File: config.mk
export PLATFORM = sky130hd
export DESIGN_NAME = snoop_bus
export DESIGN_NICKNAME = d
export VERILOG_FILES = /design/src/rtl/snoop_bus.sv
export SDC_FILE = /design/constraint.sdc
export NUM_CORES = 1
export LEC_CHECK = 0
export CORE_ASPECT_RATIO = 2
export CORE_UTILIZATION = 41
export CTS_BUF_LIST = sky130_fd_sc_hd__clkbuf_8
export CTS_CLUSTER_DIAMETER = 200
export DETAILED_ROUTE_END_ITERATION = 8
export PLACE_DENSITY_LB_ADDON = 0.2
export SYNTH_ARGS = -nofsm -noshare
export SYNTH_HDL_FRONTEND = slang
export SYNTH_SLANG_ARGS = --single-unit
File: constraint.sdc
create_clock -name clk -period 3.3 [get_ports clk]
set_input_delay 0.66 -clock clk [delete_from_list [all_inputs] [get_ports clk]]
set_output_delay 0.66 -clock clk [all_outputs]
set_load 0.02 [all_outputs]
File: src/rtl/snoop_bus.sv
// snoop_bus: atomic round-robin snooping bus between the MOESI L1s and L2.
// Define SNOOP_BUS_STATS_EN to add the txn_count/c2c_count counters.
module snoop_bus #(
    parameter int CPU_CORES = 4,
    parameter int ADDR_W    = 6,
    parameter int DATA_W    = 1
) (
    input  logic                         clk,
    input  logic                         reset_n,
    input  logic [CPU_CORES-1:0]         req_valid,
    output logic [CPU_CORES-1:0]         req_ready,
    input  logic [CPU_CORES*ADDR_W-1:0]  req_addr,
    input  logic [CPU_CORES*2-1:0]       req_type,
    input  logic [CPU_CORES*DATA_W-1:0]  req_data,
    output logic [CPU_CORES-1:0]         resp_valid,
    output logic [DATA_W-1:0]            resp_data,
    output logic                         resp_shared,
    output logic [CPU_CORES-1:0]         snoop_valid,
    output logic [ADDR_W-1:0]            snoop_addr,
    output logic [1:0]                   snoop_type,
    input  logic [CPU_CORES-1:0]         snoop_hit,
    input  logic [CPU_CORES-1:0]         snoop_supply,
    input  logic [CPU_CORES*DATA_W-1:0]  snoop_data,
    output logic                         mem_req_valid,
    input  logic                         mem_req_ready,
    output logic                         mem_req_write,
    output logic [ADDR_W-1:0]            mem_req_addr,
    output logic [DATA_W-1:0]            mem_req_data,
    input  logic                         mem_resp_valid,
    input  logic [DATA_W-1:0]            mem_resp_data
`ifdef SNOOP_BUS_STATS_EN
    ,
    output logic [15:0]                  txn_count,
    output logic [15:0]                  c2c_count
`endif
);

    localparam int GW = (CPU_CORES > 1) ? $clog2(CPU_CORES) : 1;

    typedef enum logic [1:0] {
        RD   = 2'd0,
        RDX  = 2'd1,
        UPGR = 2'd2,
        WB   = 2'd3
    } bus_req_t;

    typedef enum logic [2:0] {
        IDLE,
        SNOOP,
        SNOOP_RESP,
        MEM_RD,
        MEM_WAIT,
        MEM_WR,
        RESPOND
    } state_t;

    state_t              state, state_d;
    logic [GW-1:0]       last_grant, last_grant_d;
    logic [GW-1:0]       grant, grant_d;
    logic [ADDR_W-1:0]   addr_reg, addr_d;
    bus_req_t            type_reg, type_d;
    logic [DATA_W-1:0]   data_reg, data_d;
    logic                shared_reg, shared_d;

    logic [GW-1:0]       idx;
    logic [GW-1:0]       rr_pick;
    logic                rr_found;
    logic [CPU_CORES-1:0] grant_oh;
    logic [CPU_CORES-1:0] supply;
    logic [DATA_W-1:0]   supply_data;
    logic                txn_inc;
    logic                c2c_inc;

    // Search starts one past the last winner so every core gets a turn.
    always_comb begin
        idx      = last_grant;
        rr_pick  = '0;
        rr_found = 1'b0;
        for (int i = 0; i < CPU_CORES; i++) begin
            idx = (idx == GW'(CPU_CORES - 1)) ? '0 : idx + 1'b1;
            if (!rr_found && req_valid[idx]) begin
                rr_found = 1'b1;
                rr_pick  = idx;
            end
        end
    end

    always_comb begin
        grant_oh        = '0;
        grant_oh[grant] = 1'b1;
    end

    // The requester's own hit/supply bits never count.
    assign supply = snoop_supply & ~grant_oh;

    always_comb begin
        supply_data = '0;
        for (int i = CPU_CORES - 1; i >= 0; i--) begin
            if (supply[i]) begin
                supply_data = snoop_data[i*DATA_W +: DATA_W];
            end
        end
    end

    always_comb begin
        state_d       = state;
        last_grant_d  = last_grant;
        grant_d       = grant;
        addr_d        = addr_reg;
        type_d        = type_reg;
        data_d        = data_reg;
        shared_d      = shared_reg;
        req_ready     = '0;
        resp_valid    = '0;
        resp_data     = '0;
        resp_shared   = 1'b0;
        snoop_valid   = '0;
        snoop_addr    = '0;
        snoop_type    = '0;
        mem_req_valid = 1'b0;
        mem_req_write = 1'b0;
        mem_req_addr  = '0;
        mem_req_data  = '0;
        txn_inc       = 1'b0;
        c2c_inc       = 1'b0;
        unique case (state)
            IDLE: begin
                if (rr_found) begin
                    req_ready[rr_pick] = reset_n;
                    txn_inc      = 1'b1;
                    grant_d      = rr_pick;
                    last_grant_d = rr_pick;
                    addr_d = req_addr[int'(rr_pick)*ADDR_W +: ADDR_W];
                    type_d = bus_req_t'(req_type[int'(rr_pick)*2 +: 2]);
                    data_d = req_data[int'(rr_pick)*DATA_W +: DATA_W];
                    state_d = (type_d == WB) ? MEM_WR : SNOOP;
                end
            end
            SNOOP: begin
                snoop_valid = ~grant_oh;
                snoop_addr  = addr_reg;
                snoop_type  = type_reg;
                state_d     = SNOOP_RESP;
            end
            SNOOP_RESP: begin
                shared_d = |(snoop_hit & ~grant_oh);
                if (type_reg == UPGR) begin
                    state_d = IDLE;
                end else if (|supply) begin
                    data_d  = supply_data;
                    c2c_inc = 1'b1;
                    state_d = RESPOND;
                end else begin
                    state_d = MEM_RD;
                end
            end
            MEM_RD: begin
                mem_req_valid = 1'b1;
                mem_req_addr  = addr_reg;
                if (mem_req_ready) begin
                    state_d = MEM_WAIT;
                end
            end
            MEM_WAIT: begin
                if (mem_resp_valid) begin
                    data_d  = mem_resp_data;
                    state_d = RESPOND;
                end
            end
            MEM_WR: begin
                mem_req_valid = 1'b1;
                mem_req_write = 1'b1;
                mem_req_addr  = addr_reg;
                mem_req_data  = data_reg;
                if (mem_req_ready) begin
                    state_d = IDLE;
                end
            end
            RESPOND: begin
                resp_valid[grant] = 1'b1;
                resp_data   = data_reg;
                resp_shared = (type_reg == RD) ? shared_reg : 1'b0;
                state_d     = IDLE;
            end
            default: begin
                state_d = IDLE;
            end
        endcase
    end

    always_ff @(posedge clk or negedge reset_n) begin
        if (!reset_n) begin
            state      <= IDLE;
            last_grant <= GW'(CPU_CORES - 1);
            grant      <= '0;
            addr_reg   <= '0;
            type_reg   <= RD;
            data_reg   <= '0;
            shared_reg <= 1'b0;
        end else begin
            state      <= state_d;
            last_grant <= last_grant_d;
            grant      <= grant_d;
            addr_reg   <= addr_d;
            type_reg   <= type_d;
            data_reg   <= data_d;
            shared_reg <= shared_d;
        end
    end

`ifdef SNOOP_BUS_STATS_EN
    always_ff @(posedge clk or negedge reset_n) begin
        if (!reset_n) begin
            txn_count <= '0;
            c2c_count <= '0;
        end else begin
            if (txn_inc && txn_count != 16'hFFFF) begin
                txn_count <= txn_count + 16'd1;
            end
            if (c2c_inc && c2c_count != 16'hFFFF) begin
                c2c_count <= c2c_count + 16'd1;
            end
        end
    end
`else
    logic unused_stats;
    assign unused_stats = txn_inc ^ c2c_inc;
`endif

endmodule

==> results.md <==
Finish:
- The filler cell count in the final layout is 399.
- The fraction of layout instances using a drive strength above 1 is 0.103.
- 0 antenna diodes ended up in the layout.
- In the final design database the tool counted 361 nets.
- Once layout is complete, the utilization of the core stands at 0.691.
- The number of flip-flops in the largest register is 6.
- The growth of design area from synthesis to finish is 59.9%.
- The final cell area excluding filler cells is 2710 µm².

Place:
- After detailed placement, the total cell area comes to 2670 µm².
- Input and output buffers added on the ports amount to 87.
- The routability congestion estimate is 0.816.
- The post-detailed-placement half-perimeter wirelength is 4330 µm.

Global route:
- The met2 layer usage reported by global route is 0.517.
- For met3 alone, demand over resource in global routing was 0.0429.
- The first global-routing pass estimated 8560 µm of wire.
- The all-layer global routing usage is 0.263.
- The global routing's busiest layer is met2.
- The initial antenna violation count is 0.
- The global route total overflow is 0.
- The pin count of the biggest net entering global routing is 19.
- For this run, global-route usage on met1 was measured as 0.242.
- The number of global-route vias before repair is 2,010.

Setup path:
- The largest fanout on the critical path is 4.
- The worst setup path is captured at an output pin.
- The critical path goes through clkdlybuf4s50_1 > or4_1 > a21boi_2 > a221oi_4 > nand3b_1 > nor2b_1 > dlygate4sd2_1.
- On the worst path, the slowest cell contributes a delay of 550 ps.
- The worst setup path category is input pin to output pin.
- The critical path required time is 2640 ps.
- The startpoint type of the worst setup path is an input pin.
- The master of the slowest instance on the critical path is or4_1.
- For the worst flop-to-flop path, the logic depth is 8.
- The data arrival time of the worst path is 2530 ps.

STA:
- The normalized max-slew margin is 0.693.
- For the pin with the worst max-slew slack, the measured transition is 460 ps.
- The post-route fraction of the period consumed by the critical path is 0.967.
- Setup repair after global routing left no endpoint under its margin.
- The top achievable clock speed is 313 MHz.
- The max-slew violation count was 0.
- The number of hold-slack violations in the final timing report is 0.
- For the final database, setup skew stands at 8.01 ps.
- The post-route minimum period is 3190 ps.
- The count of endpoints failing setup in the final report is 0.

Clock tree:
- The CTS buffer count is 3.
- The clock sink count is 17.
- The clock tree buffer depth is 2.
- The worst-skew pair later-pin latency is 250 ps.
- In this run the number of H-tree levels came out at 1.
- TritonCTS built the clock tree.
- The number of post-CTS setup repair buffers is 0.
- After clock tree synthesis, the clock-pin slew on the worst setup and hold paths is 60 ps.
- The clock tree root buffer cell is clkbuf_8.

Drt:
- The routed layout has 1,927 vias.
- After detailed routing, the number of remaining DRC violations is 0.
- The pre-antenna-repair detailed-routing pass consisted of 4 iterations.
- The total wire length after detailed routing is 5270 µm.
- The ratio of routed vias to standard cells is 5.46.
- The mean routed wirelength per cell is 14.9 µm.
- The remaining antenna violation count after routing is 0.
- In this run, the number of DRC markers left after iteration 0 of detailed routing was 39.

Synth:
- The count of warnings emitted by yosys is 0.
- The average instance in the mapped netlist occupies 8.11 µm².
- The number of different library cells used by synthesis comes to 47.
- The mapped netlist covers 1700 µm².
- The number of nets handed over by synthesis was 267.
- After technology mapping, the gate count stands at 209.
- The number of enable flip-flop cells after synthesis is 0.
- The portion of the post-synthesis area used by sequential elements is 0.252.
- The most used flip-flop cell after synthesis is dfrtp_1.
- The share of synthesized flip-flops with an asynchronous set or reset is 1.00.
- Synthesis inferred 17 register bits.

Floorplan:
- The boundary pin count is 88.
- For this configuration, the core starts out at a cell density of 0.432.
- In this run the horizontal extent of the chip is 47.5 µm.
- The core region area is 3920 µm².
- After floorplanning, the core was divided into 32 placement rows.
- The die is 92.9 µm tall.
- The die covers 4410 µm².

Min path:
- In this run the worst hold path is classified as register to register.
- The cell count of the worst hold path is 2.

Power and ir drop:
- The leakage power is 1.11 nW.
- The cell area power density is 814 nW/µm².
- VDD sags by at most 0.452 mV.

Run status:
- The run finished with clean final reports.

Flow run:
- The max-cap check violation count is 0.
==> power breakdown <==
| part | internal (mW) | leakage (nW) | switching (mW) |
|---|---|---|---|
| clock | 0.0837 | 0.0255 | 0.0713 |
| combinational | 0.789 | 0.895 | 0.798 |
| sequential | 0.323 | 0.192 | 0.142 |
| total | 1.20 | 1.11 | 1.01 |
==> layout by cell type, fill, tap and decap left out, types with 4 or more instances in the layout <==
cell type / n
nand2b_1: 6
buf_4: 16
nor2b_1: 5
nor4_1: 4
nor2_1: 24
nand2_1: 14
mux2i_1: 21
dfrtp_1: 15
o21ai_0: 9
and2_1: 21
o2bb2ai_1: 9
inv_1: 6
a31oi_1: 5
a21oi_1: 13
clkdlybuf4s50_1: 83
==> stage by stage <==
stage	worst slack (ps)	TNS (ps)	hold slack, ps	power, mW	std cells
floorplan	438	0	364	1.53	209
global placement	-138	-420	491	2.03	349
detailed placement	-187	-643	504	2.07	349
CTS	88.8	0	511	2.22	353
global route	13.5	0	565	2.40	353
finish	109	0	516	2.21	353
==> kinds of logic (layout without fill, tap and decap cells) <==
| group | Yosys count | count (layout) | share of synthesized area |
|---|---|---|---|
| and+or+nand+nor | 91 | 91 | 0.286 |
| muxes | 23 | 23 | 0.137 |
| DFF | 17 | 17 | 0.252 |
| adders and majority gates | 1 | 1 | 0.00738 |
| xor gates and xnor gates | 1 | 1 | 0.00517 |
| buffers and inverters | 20 | 113 | 0.0686 |
| AOI/OAI and AO/OA | 56 | 56 | 0.244 |
==> critical path: cells and delay by family <==
kind / cells / cell delay, ps
AO/OA/AOI/OAI: 2 / 250
AND/OR/NAND/NOR: 3 / 860
buffers and inverters: 2 / 760
==> area by class of cell <==
type	count	area, µm²	area share
clock buffer	3	41.3	0.0152
clock inverter	1	5.00	0.00185
inverter	6	22.5	0.00831
multi-input combinational	172	1170	0.431
sequential	17	428	0.158
tap	51	63.8	0.0235
timing repair buffer	103	982	0.362
==> per-layer routing <==
metal / share of wire / routed length (µm)
met2: 0.61 / 3200
met4: 0.019 / 102
met3: 0.038 / 202
met5: 0 / 0
met1: 0.34 / 1770
==> path summary, 6_finish.rpt <==
check / endpoint / slack, ps / from
setup / recovery: req_ready[2] / 110 / req_valid[1]
hold / removal: last_grant[1]$_DFFE_PN1P_ / 520 / last_grant[1]$_DFFE_PN1P_
setup reg to reg: data_reg$_DFFE_PN0P_ / 580 / last_grant[1]$_DFFE_PN1P_
hold reg to reg: last_grant[1]$_DFFE_PN1P_ / 520 / last_grant[1]$_DFFE_PN1P_
max in group asynchronous: last_grant[1]$_DFFE_PN1P_ / 2240 / reset_n
min in group asynchronous: addr_reg[2]$_DFFE_PN0P_ / 800 / reset_n
==> cell usage after synthesis, types with 2 or more instances <==
cell type  number  area (µm²)
a211o_1         2        17.5
a21boi_0        2        15.0
a21o_1          2        15.0
a21oi_1        13        65.1
a22oi_1         2        15.0
a31oi_1         5        31.3
and2_1         21         131
buf_2           2        10.0
buf_4           2        15.0
buf_6           4        45.0
clkbuf_1        5        18.8
dfrtp_1        15         375
dfstp_2         2        52.6
inv_1           6        22.5
mux2i_1        21         210
nand2_1        14        52.6
nand2b_1        6        37.5
nand3b_1        3        22.5
nor2_1         24        90.1
nor2b_1         5        31.3
nor3_1          3        15.0
nor3b_1         2        15.0
nor4_1          5        31.3
o211ai_1        2        15.0
o21ai_0         9        45.0
o2bb2ai_1       9        78.8
o41ai_1         2        17.5
or4_1           2        15.0
==> timing repair <==
action                                  CTS  global route
endpoints found under the setup margin    4             1
resized for setup                         4             2
hold buffers                              0             0
(Power assumes the default switching activity.)
==> RTL change 1, RTL diff (config.mk and constraints unchanged) <==
Encoding of `state_t`: now one-hot (7 bits for 7 states).
--- a/src/rtl/snoop_bus.sv
+++ b/src/rtl/snoop_bus.sv
@@ -44,14 +44,14 @@
         WB   = 2'd3
     } bus_req_t;
 
-    typedef enum logic [2:0] {
-        IDLE,
-        SNOOP,
-        SNOOP_RESP,
-        MEM_RD,
-        MEM_WAIT,
-        MEM_WR,
-        RESPOND
+    typedef enum logic [6:0] {
+        IDLE       = 7'b0000001,
+        SNOOP      = 7'b0000010,
+        SNOOP_RESP = 7'b0000100,
+        MEM_RD     = 7'b0001000,
+        MEM_WAIT   = 7'b0010000,
+        MEM_WR     = 7'b0100000,
+        RESPOND    = 7'b1000000
     } state_t;
 
     state_t              state, state_d;
Formal check against the unedited RTL: same outputs for any inputs over 10 cycles, from zero or initial values and one cycle with reset_n low; not proved beyond that.
==> RTL change 1 against the original RTL <==
Design area increased by 23%. Combinational power increased by 64%. Wire length increased by 40%. Sequential cell count increased by 4. Sequential share of layout area increased by 0.071 points. Synthesized area increased by 27%. Via count increased by 30%. Setup slack got worse by 0.022 ns. Power increased by 48%. Hold slack got worse by 0.021 ns. Largest cell class unchanged.
==> RTL change 1: results (changes against the original RTL) <==
----------------------------------------------------
[Run status]
  Result of the run ... finished, final reports clean (unchanged)

[GRT]
  Number of global-route vias before repair ... 2537 (was 2010)
  Global-route total usage across every layer ... 28.28% (was 26.33%)
  Wire length of the first global-routing pass ... 11450 µm (was 8556 µm)

[Setup path]
  Critical Path Max Stage Delay ... 0.64 ns (was 0.55 ns)
  Critical Path Fanout Max ... 6 (was 4)
  Cell with the biggest individual delay on the critical path ... clkdlybuf4s50_1 (was or4_1)
  Reg-to-reg endpoint ... addr_reg[5]$_DFFE_PN0P_ (was data_reg$_DFFE_PN0P_)
  Worst reg2reg path startpoint ... last_grant[0]$_DFFE_PN1P_ (was last_grant[1]$_DFFE_PN1P_)
  Start point of the critical path ... state[5]$_DFFE_PN0P_ (was req_valid[1])

[Final layout]
  Final cell count without fillers ... 436 (was 353)
  Number of flip-flops in the largest register ... 7 (was 6)
  Fraction of layout cells with a size suffix above 1 ... 16.09% (was 10.26%)

[Worst hold path]
  HP Start ... shared_reg$_DFFE_PN0P_ (was last_grant[1]$_DFFE_PN1P_)
  Hold Path Sink ... shared_reg$_DFFE_PN0P_ (was last_grant[1]$_DFFE_PN1P_)

[Synthesis]
  Area share of xor/xnor cells in the synthesized design ... 0.8159% (was 0.5166%)
  Most frequent cells after synthesis ... nor2_1, nand2_1, dfrtp_1, and2_1, o21ai_0 (was nor2_1, and2_1, mux2i_1, dfrtp_1, nand2_1)
  Distinct cells, synth ... 66 (was 47)
  Share of the yosys chip area belonging to registers ... 24.65% (was 25.24%)
  Post-synthesis adder-cell area fraction ... 0.5828% (was 0.7380%)
  Multiplexer fraction of the synthesized cell area ... 7.401% (was 13.73%)
  Mapped Nets ... 330 (was 267)

[Drt]
  Via density per instance ... 5.739 (was 5.459)
  Starting DRC count in detailed routing ... 50 (was 39)

[Power and ir drop]
  Static Leak ... 1.402 nW (was 1.112 nW)
  Peak supply drop ... 939.9 µV (was 451.7 µV)

[Timing]
  Ratio of final minimum period to clock period ... 97.36% (was 96.70%)
  Measured slew at the worst slew-check pin ... 0.6882 ns (was 0.4600 ns)
  Clock Skews ... 0.004771 ns (was 0.008013 ns)

[Place]
  Worst slack after detailed placement ... -0.5143 ns (was -0.1873 ns)
  Standard cell area after detailed placement ... 3242 µm² (was 2673 µm²)

----------------------------------------------------
RTL change 1: report_power, final:
group | internal (mW) | switching (mW)
clock | 0.0829 | 0.0800
sequential | 0.387 | 0.123
combinational | 1.25 | 1.36
RTL change 1: final cells by class:
class	instances	area, µm²
tap	57	71.32
multi-input combinational	222	1539
sequential	21	529.3
inverter	10	37.54
fill	429	1618
timing repair buffer	122	1115
clock inverter	1	3.754
clock buffer	3	41.29
RTL change 1: kinds of logic after synthesis:
group	after synthesis
simple gates	124
mux	15
compound gates	80
buf+inv	29
flops	21
fa+ha+maj	1
xor+xnor	2
RTL change 1: repair_timing:
action | in CTS | in global routing
pin swaps | 2 | 2
buffers inserted | 2 | 0
gates resized for setup | 25 | 8
endpoints found under the setup margin | 4 | 4
RTL change 1: layer usage:
layer	up-vias	wire length [µm]	GRT usage (%)	share of wire [%]
met5	-	0	0	0
met4	0	443	18.05	6.0
met3	28	189	2.193	2.6
met2	89	4329	56.33	59
met1	1159	2409	23.57	33
li1	1226	-	-	-
==> RTL change 2, RTL diff (config.mk and constraints unchanged) <==
Without the edit above. The option `SNOOP_BUS_STATS_EN` is turned on by a define.
--- a/src/rtl/snoop_bus.sv
+++ b/src/rtl/snoop_bus.sv
@@ -1,5 +1,7 @@
 // snoop_bus: atomic round-robin snooping bus between the MOESI L1s and L2.
 // Define SNOOP_BUS_STATS_EN to add the txn_count/c2c_count counters.
+`define SNOOP_BUS_STATS_EN
+
 module snoop_bus #(
     parameter int CPU_CORES = 4,
     parameter int ADDR_W    = 6,
Function (old outputs only; new: c2c_count and txn_count): kept (equiv_simple and equiv_induct, registers matched by name and starting in step).
==> RTL change 2 against the original RTL <==
Design area grew 70%. Wire length up 70%. Utilization decreased by 6.0 points. Setup slack improved by 0.024 ns. Sequential cell count up 32. Non-clock buffer count grew 37. Maximum frequency up 0.77%. Power grew 52%. Synthesized area increased by 86%. First-iteration DRC count grew to 2.6 times the old value. Largest cell class unchanged.
==> RTL change 2: results (changes against the original RTL) <==
----------------------------------------------------
[Power and ir drop]
  Power Sequential ... 1.03 mW (was 0.465 mW)
  Total power of the final layout ... 3.358 mW (was 2.207 mW)
  Power in the clock group ... 0.371 mW (was 0.155 mW)
  Peak supply drop ... 416.5 µV (was 451.7 µV)
  Power Internal ... 1.903 mW (was 1.196 mW)

[Place]
  Port Buf Inserts ... 119 (was 87)
  Final HPWL from detailed placement ... 7175 µm (was 4333 µm)
  Final Wtd Congestion ... 0.9082 (was 0.8160)
  Inst Count DP ... 555 (was 349)

[Drt]
  Via density per instance ... 5.343 (was 5.459)
  Pre-antenna DRT Iters ... 4 (unchanged)
  Routed met2 length ... 5273 µm (was 3198 µm)
  Met1 wire length ... 3153 µm (was 1770 µm)
  Routed length on met3 ... 295 µm (was 202 µm)
  Avg WL per Cell ... 15.89 µm (was 14.94 µm)

[Setup path]
  Cell with the biggest individual delay on the critical path ... dfstp_2 (was or4_1)
  Critical path data arrival time ... 2.51 ns (was 2.53 ns)
  Critical Path Max Stage Delay ... 0.62 ns (was 0.55 ns)
  R2r worst-path depth ... 9 (was 8)
  Critical Path Fanout Max ... 9 (was 4)

[Synthesis]
  Synthesized instance count ... 337 (was 209)
  Mapped Nets ... 397 (was 267)
  Most frequent cells after synthesis ... dfrtp_1, nand2_1, mux2i_1, nor2_1, xor2_1 (was nor2_1, and2_1, mux2i_1, dfrtp_1, nand2_1)

[Clock tree]
  Clock network latency to the later pin of the worst-skew pair ... 0.31 ns (was 0.25 ns)
  Total number of H-tree levels ... 2 (was 1)
  Reg clk slew, reported paths ... 0.09 ns (was 0.06 ns)

[Timing]
  Clock Skews ... 0.005203 ns (was 0.008013 ns)
  Relative slew margins ... 57.03% (was 69.33%)
  Fin Hold WS ... 0.4670 ns (was 0.5164 ns)

[GRT]
  M3 GR Usage ... 3.442% (was 4.288%)
  GR Layer Usage met1 ... 22.93% (was 24.18%)
  Number of global-route vias before repair ... 3082 (was 2010)
  Largest net degree at the start of global routing ... 50 (was 19)
  Global-route total usage across every layer ... 23.29% (was 26.33%)

[Final layout]
  Post-layout nets ... 530 (was 361)
  Final cell count without fillers ... 563 (was 353)

[Run status]
  Result of the run ... finished, final reports clean (unchanged)

----------------------------------------------------
-- RTL change 2: area by class of cell --
class | count | area, µm² | share of cell area (%)
Multi-Input combinational cell | 269 | 1836 | 39.73
Timing Repair Buffer | 140 | 1331 | 28.82
Sequential cell | 49 | 1229 | 26.60
Tap cell | 92 | 115.1 | 2.492
Clock buffer | 5 | 68.82 | 1.490
Clock inverter | 3 | 21.27 | 0.4605
Inverter | 5 | 18.77 | 0.4063
-- RTL change 2: cell families (layout without fill, tap and decap cells) --
family	count (synthesis)	count (layout)	synth area share (%)
buffers and inverters	19	153	2.937
flip-flops	49	49	38.97
multiplexers	33	33	10.83
adder cells (fa/ha/maj)	3	3	1.191
AO/OA/AOI/OAI	50	50	11.71
XOR/XNOR	31	31	8.611
AND/OR/NAND/NOR	152	152	25.75
-- RTL change 2: worst max-delay path by stage --
stage / start / to / slack, ns / cells after the start
4_1_cts: last_grant[0]$_DFFE_PN1P_ / req_ready[2] / 0.05 / 7
3_3_place_gp: req_valid[3] / req_ready[3] / -0.07 / 6
2_1_floorplan: last_grant[0]$_DFFE_PN1P_ / req_ready[3] / 0.20 / 6
5_1_grt: last_grant[0]$_DFFE_PN1P_ / req_ready[1] / 0.003 / 7
3_5_place_dp: req_valid[3] / req_ready[2] / -0.09 / 7
6_report: last_grant[0]$_DFFE_PN1P_ / req_ready[1] / 0.13 / 7
-- RTL change 2: metrics by stage --
step | worst slack, ns | instance area, µm²
floorplan | 0.1972 | 3153
global placement | -0.06741 | 4538
detailed placement | -0.08958 | 4538
CTS | 0.05402 | 4627
global route | 0.002848 | 4619
finish | 0.1332 | 4619
-- RTL change 2: timing repair --
item | CTS | global route
pin swaps | 0 | 0
resized for setup | 5 | 6
hold buffers | 0 | 0
endpoints found under the setup margin | 4 | 2
